<file path="config.mk">
export PLATFORM = sky130hd
export DESIGN_NAME = local_sram_writer
export DESIGN_NICKNAME = d
export VERILOG_FILES = /design/src/rtl/local_sram_writer.sv
export SDC_FILE = /design/constraint.sdc
export NUM_CORES = 1
export LEC_CHECK = 0
export BUFFER_PORTS_ARGS = -buffer_cell sky130_fd_sc_hd__clkbuf_2
export CORE_AREA = 2 2 195 197
export CTS_CLUSTER_SIZE = 10
export DETAILED_ROUTE_END_ITERATION = 8
export DIE_AREA = 0 0 197 199
export HOLD_SLACK_MARGIN = 0.02
export PLACE_DENSITY = 0.56
export SLEW_MARGIN = 20
export SYNTH_ARGS = -nofsm -noshare
export SYNTH_HDL_FRONTEND = slang
export SYNTH_SLANG_ARGS = --single-unit
</file>
<file path="constraint.sdc">
create_clock -name clk -period 3.7 [get_ports clk]
set_input_delay 0.555 -clock clk [delete_from_list [all_inputs] [get_ports clk]]
set_output_delay 0.555 -clock clk [all_outputs]
set_load 0.03 [all_outputs]
</file>
<file path="src/rtl/local_sram_writer.sv">
// Accepts 128-bit local write beats and commits them to a single-port SRAM window.
// Define LOCAL_SRAM_RMW_EN to merge partial-strobe beats by read-modify-write instead of byte enables.
`timescale 1ns/1ps
module local_sram_writer #(
  parameter int          AWID  = 12,
  parameter logic [31:0] BASE  = 32'h0000_0000,
  parameter int          IDWID = 8
) (
  input  logic              clk,
  input  logic              rst,
  input  logic              local_wr,
  input  logic              local_last,
  input  logic [31:0]       local_addr,
  input  logic [127:0]      local_wr_data,
  input  logic [15:0]       local_wstrb,
  input  logic [IDWID-1:0]  local_wid,
  output logic              local_wr_ok,
  output logic              local_wr_error,
  output logic              sram_en,
  output logic              sram_we,
  output logic [AWID-1:0]   sram_addr,
  output logic [127:0]      sram_wdata,
  output logic [15:0]       sram_be,
  input  logic [127:0]      sram_rdata,
  output logic [15:0]       wr_bursts,
  output logic [IDWID-1:0]  last_wid,
  output logic              busy
);

`ifdef LOCAL_SRAM_RMW_EN
  typedef enum logic [1:0] {IDLE, WR, RD, MG} state_t;
`else
  typedef enum logic [0:0] {IDLE, WR} state_t;
`endif

  localparam logic [31:0] WIN_MASK = ~((32'd1 << (AWID + 4)) - 32'd1);

  state_t            state, next_state;
  logic              rst_q;
  logic [AWID-1:0]   cap_addr;
  logic [127:0]      cap_data;
  logic [15:0]       cap_be;
  logic              cap_last;
  logic [IDWID-1:0]  cap_wid;
  logic              in_win, accept, access, drop_last, wr_last_done;
  logic [15:0]       burst_inc;

  // The extra post-reset cycle keeps upstream stalled while the block settles
  assign local_wr_ok    = !rst && !rst_q && (state == IDLE || state == WR);
  assign in_win         = (local_addr & WIN_MASK) == BASE;
  assign accept         = local_wr && local_wr_ok;
  assign access         = accept && in_win && (local_wstrb != 16'h0000);
  assign local_wr_error = accept && !in_win;
  assign drop_last      = accept && local_last && !(in_win && (local_wstrb != 16'h0000));
  assign wr_last_done   = (state == WR) && cap_last;
  assign burst_inc      = 16'(wr_last_done) + 16'(drop_last);

`ifdef LOCAL_SRAM_RMW_EN
  logic [15:0]  cap_strb;
  logic [127:0] merged;

  assign sram_en = !rst && (state == WR || state == RD);

  always_comb begin
    merged = '0;
    for (int b = 0; b < 16; b++) begin
      merged[8*b +: 8] = cap_strb[b] ? cap_data[8*b +: 8] : sram_rdata[8*b +: 8];
    end
  end
`else
  logic unused_rdata;
  assign unused_rdata = ^sram_rdata;
  assign sram_en      = !rst && (state == WR);
`endif

  assign sram_we    = !rst && (state == WR);
  assign busy       = !rst && (state != IDLE);
  assign sram_addr  = cap_addr;
  assign sram_wdata = cap_data;
  assign sram_be    = cap_be;

  always_comb begin
    next_state = state;
    case (state)
      IDLE, WR: begin
        next_state = IDLE;
`ifdef LOCAL_SRAM_RMW_EN
        if (access) next_state = (local_wstrb == 16'hFFFF) ? WR : RD;
`else
        if (access) next_state = WR;
`endif
      end
`ifdef LOCAL_SRAM_RMW_EN
      RD:      next_state = MG;
      MG:      next_state = WR;
`endif
      default: next_state = IDLE;
    endcase
  end

  always_ff @(posedge clk) begin
    if (rst) begin
      state     <= IDLE;
      rst_q     <= 1'b1;
      cap_addr  <= '0;
      cap_data  <= '0;
      cap_be    <= '0;
      cap_last  <= 1'b0;
      cap_wid   <= '0;
      wr_bursts <= '0;
      last_wid  <= '0;
`ifdef LOCAL_SRAM_RMW_EN
      cap_strb  <= '0;
`endif
    end else begin
      state <= next_state;
      rst_q <= 1'b0;
      if (access) begin
        cap_addr <= local_addr[AWID+3:4];
        cap_data <= local_wr_data;
        cap_last <= local_last;
        cap_wid  <= local_wid;
`ifdef LOCAL_SRAM_RMW_EN
        cap_be   <= 16'hFFFF;
        cap_strb <= local_wstrb;
`else
        cap_be   <= local_wstrb;
`endif
      end
`ifdef LOCAL_SRAM_RMW_EN
      if (state == MG) cap_data <= merged;
`endif
      // A dropped beat in the same cycle was accepted after the one being written
      if (wr_last_done || drop_last) begin
        wr_bursts <= wr_bursts + burst_inc;
        last_wid  <= drop_last ? local_wid : cap_wid;
      end
    end
  end

endmodule

</file>
==> results of run 1 <==
==> state kept, by name, indices dropped and copies added (netlist names) <==
register / count
cap_wid: 8
last_wid: 8
cap_last: 1
state: 1
wr_bursts: 16
sram_wdata: 128
sram_addr: 12
sram_be: 16
rst_q: 1
==> cells by family (layout without fill, tap and decap cells) <==
| group | count (synthesis) | after routing | share of synthesized area [%] |
|---|---|---|---|
| fa+ha+maj | 2 | 2 | 0.433 |
| flops | 191 | 191 | 50.9 |
| compound gates | 46 | 46 | 4.21 |
| simple gates | 289 | 289 | 16.9 |
| mux | 160 | 160 | 21.5 |
| buf+inv | 56 | 420 | 6.08 |
==> critical path: cells and delay by family <==
kind                       cells  cell delay [ns]
AOI/OAI and AO/OA              2             0.42
adders and majority gates      2             0.52
buffers and inverters          2             0.18
muxes                          1             0.37
and+or+nand+nor                3             1.02
==> metrics by stage <==
step	setup slack, ns	cell area (um^2)
final	0.988	10300
after floorplan	0.648	7520
after global routing	0.820	10300
after detailed placement	0.485	9670
after global placement	0.480	9670
after CTS	0.987	10300
==> routing by layer <==
metal | share of wire [%] | track usage [%]
met1 | 42 | 11.6
met4 | 1.3 | 4.32
met5 | 0 | 0
met3 | 9.4 | 4.44
met2 | 47 | 17.7
==> cell type report <==
type                       count  share of cell area [%]
clock inverter                12                    1.45
inverter                       6                   0.292
clock buffer                  20                    4.44
multi-input combinational    497                    31.5
tap                          474                    5.77
sequential                   191                    37.2
timing repair buffer         382                    19.4
==> synthesized netlist by cell type, types with 2 or more instances <==
| library cell | instances |
|---|---|
| sky130_fd_sc_hd__dfxtp_1 | 191 |
| sky130_fd_sc_hd__nor2_1 | 174 |
| sky130_fd_sc_hd__mux2i_1 | 148 |
| sky130_fd_sc_hd__nand2_1 | 59 |
| sky130_fd_sc_hd__clkbuf_1 | 25 |
| sky130_fd_sc_hd__a21oi_1 | 21 |
| sky130_fd_sc_hd__buf_12 | 11 |
| sky130_fd_sc_hd__nand3_1 | 11 |
| sky130_fd_sc_hd__nor2b_1 | 11 |
| sky130_fd_sc_hd__a311oi_1 | 8 |
| sky130_fd_sc_hd__mux2_2 | 8 |
| sky130_fd_sc_hd__nand4_1 | 7 |
| sky130_fd_sc_hd__buf_4 | 5 |
| sky130_fd_sc_hd__inv_1 | 5 |
| sky130_fd_sc_hd__o22ai_1 | 5 |
| sky130_fd_sc_hd__and2_1 | 4 |
| sky130_fd_sc_hd__mux2_1 | 4 |
| sky130_fd_sc_hd__nor4_1 | 4 |
| sky130_fd_sc_hd__nor4_2 | 4 |
| sky130_fd_sc_hd__and3_1 | 3 |
| sky130_fd_sc_hd__buf_2 | 3 |
| sky130_fd_sc_hd__buf_8 | 3 |
| sky130_fd_sc_hd__o32ai_1 | 3 |
| sky130_fd_sc_hd__a21bo_2 | 2 |
| sky130_fd_sc_hd__and4_1 | 2 |
| sky130_fd_sc_hd__nor3_1 | 2 |
==> report_power, final <==
part	total, uW	switching [uW]	internal (uW)	leakage (uW)
clock	1910	861	1050	0.000300
sequential	2060	2.12	2060	0.00154
combinational	175	91.5	83.5	0.00247
==> worst paths after layout <==
path	to	depth (start not counted)
min reg2reg	sram_be[15]$_SDFFE_PP0P_	2
max	wr_bursts[8]$_SDFFE_PP0P_	10
max reg2reg	wr_bursts[14]$_SDFFE_PP0P_	10
min	sram_be[14]$_SDFFE_PP0P_	3
==> results.txt, run 1 <==
----------------------------------------------------
[Detailed routing]
  Routed wire length ... around 21000 um
  Remaining number of nets flagged by the antenna check after routing ... 0
  DRT Pass-1 Iters ... 4
  Mean number of vias per cell ... roughly 4.1
  DRC violation total after the first TritonRoute iteration ... approximately 140
  Wire per inst ... approximately 13 um
  Number of vias after detailed routing ... 6422
  Post-route DRC ... 0

[Hold path]
  Hold path startpoint ... local_wstrb[14]
  Type of the tightest min-delay check ... in -> reg

[Finish]
  Fraction of layout instances using a drive strength above 1 ... around two fifths
  Area added between synthesis and finish ... 36.8%
  Final nets ... between 1000 and 1500
  Area occupied by multi-input gates ... between 3000 and 4000 um^2
  Filler instances ... between 3000 and 4000
  Leading cell type in the layout, fill and taps excluded ... sky130_fd_sc_hd__clkbuf_2
  Count of non-filler cells in the finished layout ... approximately 1600
  Most used cells in the layout excluding fill and tap cells ... sky130_fd_sc_hd__clkbuf_2 (367), sky130_fd_sc_hd__dfxtp_1 (191), sky130_fd_sc_hd__nor2_1 (174)
  ANT cells ... 0
  Footprint of the flip-flops and latches ... ~3800 um^2
  Utilization after layout ... between 20 and 30%

[STA]
  Post-Route Setup TNS ... 0 ns
  Highest attainable clock frequency ... 0.369 GHz
  Post-route clock skew ... about 0.016 ns
  Final-layout worst hold slack ... approximately 0.33 ns
  Slew at the pin with the worst max-slew slack ... ~0.91 ns
  Setup violators final ... 0
  Fin. Hold Viols ... 0
  Part of the cycle the worst path needs ... roughly three quarters
  Relative slew margins ... between 30% and 40%
  Slew Limit Fails ... 0
  Post-route minimum period ... 2.71 ns
  RSZ-0062 raised after global routing ... no

[Yosys]
  Post-Synthesis Mean Instance Area ... a little over 10 um^2
  Area share of the leading cell type in the synthesized netlist ... between 50 and 60%
  Number of register bits inferred by synthesis ... 191
  Net count of the mapped netlist ... 1062
  Number of warning messages in the yosys log ... 0
  Post-synth design cell area ... approximately 7500 um^2
  Number of synthesized flops with an enable pin ... 0
  Sequential cell area fraction in the yosys report ... between 50% and 60%
  Async set-or-reset flop fraction in the synthesized netlist ... 0%
  Cell count after synthesis ... roughly 740
  Largest cells by area after synthesis ... sky130_fd_sc_hd__dfxtp_1 (51%), sky130_fd_sc_hd__mux2i_1 (20%), sky130_fd_sc_hd__nor2_1 (8.7%)
  Most frequently used flop master after synthesis ... sky130_fd_sc_hd__dfxtp_1
  Count of different cell masters after synthesis ... between 40 and 50
  Yosys top cell by area ... sky130_fd_sc_hd__dfxtp_1

[Worst setup path]
  CP Data Arrival Time ... between 3 and 4 ns
  Data required time of the worst path ... ~4 ns
  Register-to-register setup slack ... approximately 1.2 ns
  Crit path launch type ... input port
  Cell Chain, Critical Path ... clkbuf_2, nor4_1, and4_1, o21ai_4, inv_1, fa_1, ha_1, nand3_1, o32ai_1, mux2_2
  Largest stage delay, worst path ... approximately 0.42 ns
  Type of the worst setup path ... in -> reg
  Master of the slowest instance on the critical path ... sky130_fd_sc_hd__nor4_1
  Peak fanout along the critical path ... 6
  Crit Reg-Reg Startpoint ... cap_last$_SDFFE_PP0P_
  Endpoint kind of the worst setup timing path ... register
  Setup crit start ... local_wstrb[10]

[Floorplanning]
  I/O pin cnt ... about 500
  Die outline area ... 39200 um^2
  Width of the die ... 197 um
  Std-Cell Core Area ... approximately 37000 um^2
  Standard-cell rows ... slightly above 70
  Initial Utilization ... ~20%
  Height of the chip ... around 200 um

[GRT]
  Overflow left after global routing ... 0
  Total routing usage reported by global routing ... between 10% and 20%
  Vias in the first global route ... ~6300
  Initial antenna violation count ... 0
  Global-route wire length before repair ... 32000 um
  Largest net degree at the start of global routing ... between 80 and 90

[Clocking]
  Number of clock sinks seen by CTS ... 191
  Clock tree buffer depth ... 2
  Buffer type at the clock tree root ... sky130_fd_sc_hd__clkbuf_16
  Worst-skew pair later-pin latency ... between 0.4 and 0.5 ns
  Total of cells resized after clock tree synthesis ... 0
  Number of H-tree levels ... 4
  Number of buffers inserted during clock tree synthesis ... 17
  CTS tree ... yes
  Post-CTS setup buffers ... 0
  Clock-pin slew reported for the worst setup and hold paths after clock tree synthesis ... about 0.070 ns
  Number of hold-repair buffers added at the cts stage ... 0

[Placed design]
  Placed cell count ... approximately 1600
  Detailed-placement wirelength estimate ... around 16000 um
  Number of buffer cells added on primary ports ... roughly 370
  Gp weighted congestion ... between 0.7 and 0.8

[Job]
  Count of maximum capacitance violations ... 0

[Power]
  Design Power ... around 4100 uW
  PwrDens ... between 400 and 500 nW/um^2
  Maximum resistive drop on vdd ... ~0.33 mV
  Static leakage power ... 0.00431 uW

[Run status]
  Run status ... finished, final reports clean

----------------------------------------------------
No activity file was read; power rests on OpenSTA's default activity.
==> run 2, diff against run 1 <==
ABC_AREA = 1   (was unset)
clock period = 2.5 ns   (was 3.7 ns; I/O delays follow)
==> run 2 against run 1 <==
Against the previous run: cell count increased by 14%; sequential power grew 48%; routed wire length increased by 21%; global-route usage is 2.4 points higher; clock power grew 43%; critical endpoint is now wr_bursts[10]$_SDFFE_PP0P_; largest cell class unchanged.
==> results.txt, run 2 <==
----------------------------------------------------
[Clocking]
  Number of hold-repair buffers added at the cts stage ... 0 (unchanged)
  CTS tree ... yes
  Clock tree buffer depth ... 2 (unchanged)
  Buffer type at the clock tree root ... sky130_fd_sc_hd__clkbuf_16
  Clock-pin slew reported for the worst setup and hold paths after clock tree synthesis ... 0.07 ns (about the same)
  Total of cells resized after clock tree synthesis ... 0 (unchanged)
  Number of clock sinks seen by CTS ... 191 (unchanged)
  Number of buffers inserted during clock tree synthesis ... 17 (unchanged)
  Number of H-tree levels ... 4 (unchanged)
  Post-CTS setup buffers ... 0 (unchanged)
  Worst-skew pair later-pin latency ... 0.46 ns (about the same)

[Detailed routing]
  DRT Pass-1 Iters ... 4 (unchanged)
  DRC violation total after the first TritonRoute iteration ... 280 (+100%)
  Mean number of vias per cell ... 4.32 (+6.3%)
  Routed wire length ... 25400 um (+21%)
  Number of vias after detailed routing ... 7760 (+21%)
  Post-route DRC ... 0 (unchanged)
  Wire per inst ... 14.1 um (+6.8%)
  Remaining number of nets flagged by the antenna check after routing ... 0 (unchanged)

[Worst setup path]
  Type of the worst setup path ... reg -> reg
  CP Data Arrival Time ... 2.41 ns (-0.65 ns)
  Peak fanout along the critical path ... 3 (-3)
  Endpoint kind of the worst setup timing path ... register
  Master of the slowest instance on the critical path ... sky130_fd_sc_hd__dfxtp_1
  Data required time of the worst path ... 2.84 ns (-1.21 ns)
  Cell Chain, Critical Path ... nor2_2, nand2_8, nor2_1, nand2_2, inv_1, fa_1, ha_1, nand2_1, inv_1, nand2_1, nor2_1, nand3_1, nand2_1, nand2_1, nand2_1, a21oi_1
  Top cell family by delay on the critical path ... simple AND/OR/NAND/NOR gates
  Most numerous cell on the critical path ... sky130_fd_sc_hd__nand2_1
  Crit path launch type ... register
  Largest stage delay, worst path ... 0.31 ns (-0.11 ns)
  Buf+Inv Stages, Crit Path ... 2 (unchanged)

[Placed design]
  Setup WS pre-CTS ... 0.0151 ns (-0.470 ns)
  Gp weighted congestion ... 0.818 (+8.5%)
  Number of buffer cells added on primary ports ... 368 (unchanged)
  Detailed-placement wirelength estimate ... 17000 um (+9.3%)
  Placed cell count ... 1766 (+14%)

[GRT]
  Overflow left after global routing ... 0 (unchanged)
  Vias in the first global route ... 7359 (+18%)
  Total routing usage reported by global routing ... 12.8% (+2.4 points)
  Initial antenna violation count ... 1 (+1)
  Largest net degree at the start of global routing ... 173 (+97%)
  Global-route wire length before repair ... 39600 um (+24%)

[Yosys]
  Sequential cell area fraction in the yosys report ... 50.5% (-0.36 points)
  Area share of the leading cell type in the synthesized netlist ... 50.5% (-0.36 points)
  Most frequently used flop master after synthesis ... sky130_fd_sc_hd__dfxtp_1
  Cell count after synthesis ... 987 (+33%)
  Largest cells by area after synthesis ... sky130_fd_sc_hd__dfxtp_1 (51%), sky130_fd_sc_hd__nor3_1 (11%), sky130_fd_sc_hd__nor2_1 (10%)
  Yosys top cell by area ... sky130_fd_sc_hd__dfxtp_1
  Post-synth design cell area ... 7570 um^2 (+0.72%)
  Most frequent cell after synthesis ... sky130_fd_sc_hd__nor2_1
  Async set-or-reset flop fraction in the synthesized netlist ... 0% (unchanged)
  Net count of the mapped netlist ... 1305 (+23%)
  Post-Synthesis Mean Instance Area ... 7.67 um^2 (-24%)
  Synth cell count leaders ... sky130_fd_sc_hd__nor2_1 (207), sky130_fd_sc_hd__dfxtp_1 (191), sky130_fd_sc_hd__nor3_1 (168), sky130_fd_sc_hd__o21ai_1 (100), sky130_fd_sc_hd__nand2_1 (74)
  Number of warning messages in the yosys log ... 0 (unchanged)
  Number of synthesized flops with an enable pin ... 0 (unchanged)
  Number of register bits inferred by synthesis ... 191 (unchanged)
  Count of different cell masters after synthesis ... 28 (-40%)

[Floorplanning]
  I/O pin cnt ... 501 (unchanged)
  Width of the die ... 197 um (unchanged)
  Std-Cell Core Area ... 37100 um^2 (unchanged)
  Initial Utilization ... 20.4% (+0.14 points)
  Die outline area ... 39200 um^2 (unchanged)
  Standard-cell rows ... 71 (unchanged)
  Height of the chip ... 199 um (unchanged)

[STA]
  Post-Route Setup TNS ... 0 ns (unchanged)
  RSZ-0062 raised after global routing ... no
  Setup violators final ... 0 (unchanged)
  Slew at the pin with the worst max-slew slack ... 0.728 ns (-0.185 ns)
  Slew Limit Fails ... 0 (unchanged)
  Part of the cycle the worst path needs ... between 80% and 90%
  Worst path setup slack after routing ... 0.428 ns (-0.559 ns)
  Relative slew margins ... 51.4% (+12 points)
  Post-route clock skew ... 0.00772 ns (-0.00804 ns)
  Post-route minimum period ... just over 2 ns
  Fin. Hold Viols ... 0 (unchanged)
  Highest attainable clock frequency ... 0.483 GHz

[Finish]
  Area added between synthesis and finish ... 37.0%
  Count of non-filler cells in the finished layout ... 1798 (+14%)
  Most used cells in the layout excluding fill and tap cells ... sky130_fd_sc_hd__clkbuf_2 (368), sky130_fd_sc_hd__nor2_1 (207), sky130_fd_sc_hd__dfxtp_1 (191)
  Final nets ... 1629 (+15%)
  Flip-flop count of the largest register, all copies and words added ... 128 (unchanged)
  Fraction of layout instances using a drive strength above 1 ... 32.1% (-7.0 points)
  Leading cell type in the layout, fill and taps excluded ... sky130_fd_sc_hd__clkbuf_2
  Utilization after layout ... 27.9% (+0.25 points)

[Power]
  Static leakage power ... 0.00481 uW (+12%)
  PwrDens ... 588 nW/um^2 (+46%)
  Maximum resistive drop on vdd ... 0.497 mV (+53%)
  Design Power ... 6100 uW (+47%)

[Run status]
  Run status ... finished, final reports clean

[Hold path]
  Type of the tightest min-delay check ... in -> reg

[Job]
  Count of maximum capacitance violations ... 0 (unchanged)

----------------------------------------------------
==> run 2: cell count changes after synthesis, moves of 10 or more <==
cell | before | now
sky130_fd_sc_hd__nor3_1 | 2 | 168
sky130_fd_sc_hd__mux2i_1 | 148 | 0
sky130_fd_sc_hd__o21ai_1 | 1 | 100
sky130_fd_sc_hd__o21ai_0 | 0 | 65
sky130_fd_sc_hd__nor2_1 | 174 | 207
sky130_fd_sc_hd__inv_1 | 5 | 27
sky130_fd_sc_hd__buf_2 | 3 | 24
sky130_fd_sc_hd__nand3_1 | 11 | 30
sky130_fd_sc_hd__nand2_1 | 59 | 74
sky130_fd_sc_hd__buf_12 | 11 | 0
sky130_fd_sc_hd__nor2b_1 | 11 | 0
sky130_fd_sc_hd__buf_6 | 1 | 11
==> run 2: kinds of logic after synthesis <==
family	synth area share (%)
DFF	50.5
AOI/OAI and AO/OA	12.0
adders and majority gates	0.430
and+or+nand+nor	28.4
buffers and inverters	7.44
xor gates and xnor gates	1.27
==> run 2: cell type report <==
type	count	area (um^2)
clock inverters	10	114
fillers	4050	26800
repair buffers	387	2060
inverters	29	111
clock buffers	21	460
multi-input cells	685	3210
flip-flops and latches	191	3820
well taps	474	593
diodes	1	2.50
==> run 2: worst reg2reg max path: stages, from the launching register on <==
cell and delay (ns):
sky130_fd_sc_hd__dfxtp_1 0.31, sky130_fd_sc_hd__nor2_2 0.22, sky130_fd_sc_hd__nand2_8 0.08, sky130_fd_sc_hd__nor2_1 0.12, sky130_fd_sc_hd__nand2_2 0.07, sky130_fd_sc_hd__inv_1 0.07, sky130_fd_sc_hd__fa_1 0.20, sky130_fd_sc_hd__ha_1 0.17
sky130_fd_sc_hd__nand2_1 0.08, sky130_fd_sc_hd__inv_1 0.06, sky130_fd_sc_hd__nand2_1 0.09, sky130_fd_sc_hd__nor2_1 0.17, sky130_fd_sc_hd__nand3_1 0.09, sky130_fd_sc_hd__nand2_1 0.07, sky130_fd_sc_hd__nand2_1 0.05, sky130_fd_sc_hd__nand2_1 0.06
sky130_fd_sc_hd__a21oi_1 0.06
==> run 2: through the flow <==
step,hold WS (ns),instance area [um^2]
2_1_floorplan,0.403,7570
3_3_place_gp,0.477,9790
3_5_place_dp,0.480,9790
4_1_cts,0.0961,10400
5_1_grt,0.118,10400
6_report,0.142,10400
==> run 2: layer usage <==
metal,wire length [um],track usage [%]
met2,11700,20.6
met5,0,0
met3,1900,5.04
met4,414,5.10
met1,11300,15.4
==> run 2: report_power, final <==
group | internal [uW] | switching, uW
clock | 1510 | 1230
sequential | 3050 | 2.80
combinational | 136 | 172
total | 4700 | 1400
==> run 2: worst paths after layout <==
path         cells after the start  slack, ns                          end                   startpoint
max                             16       0.43   wr_bursts[10]$_SDFFE_PP0P_                rst_q$_DFF_P_
min                              3       0.14  sram_wdata[87]$_SDFFE_PP0P_            local_wr_data[87]
max reg2reg                     16       0.43   wr_bursts[10]$_SDFFE_PP0P_                rst_q$_DFF_P_
min reg2reg                      2       0.50  sram_wdata[87]$_SDFFE_PP0P_  sram_wdata[87]$_SDFFE_PP0P_
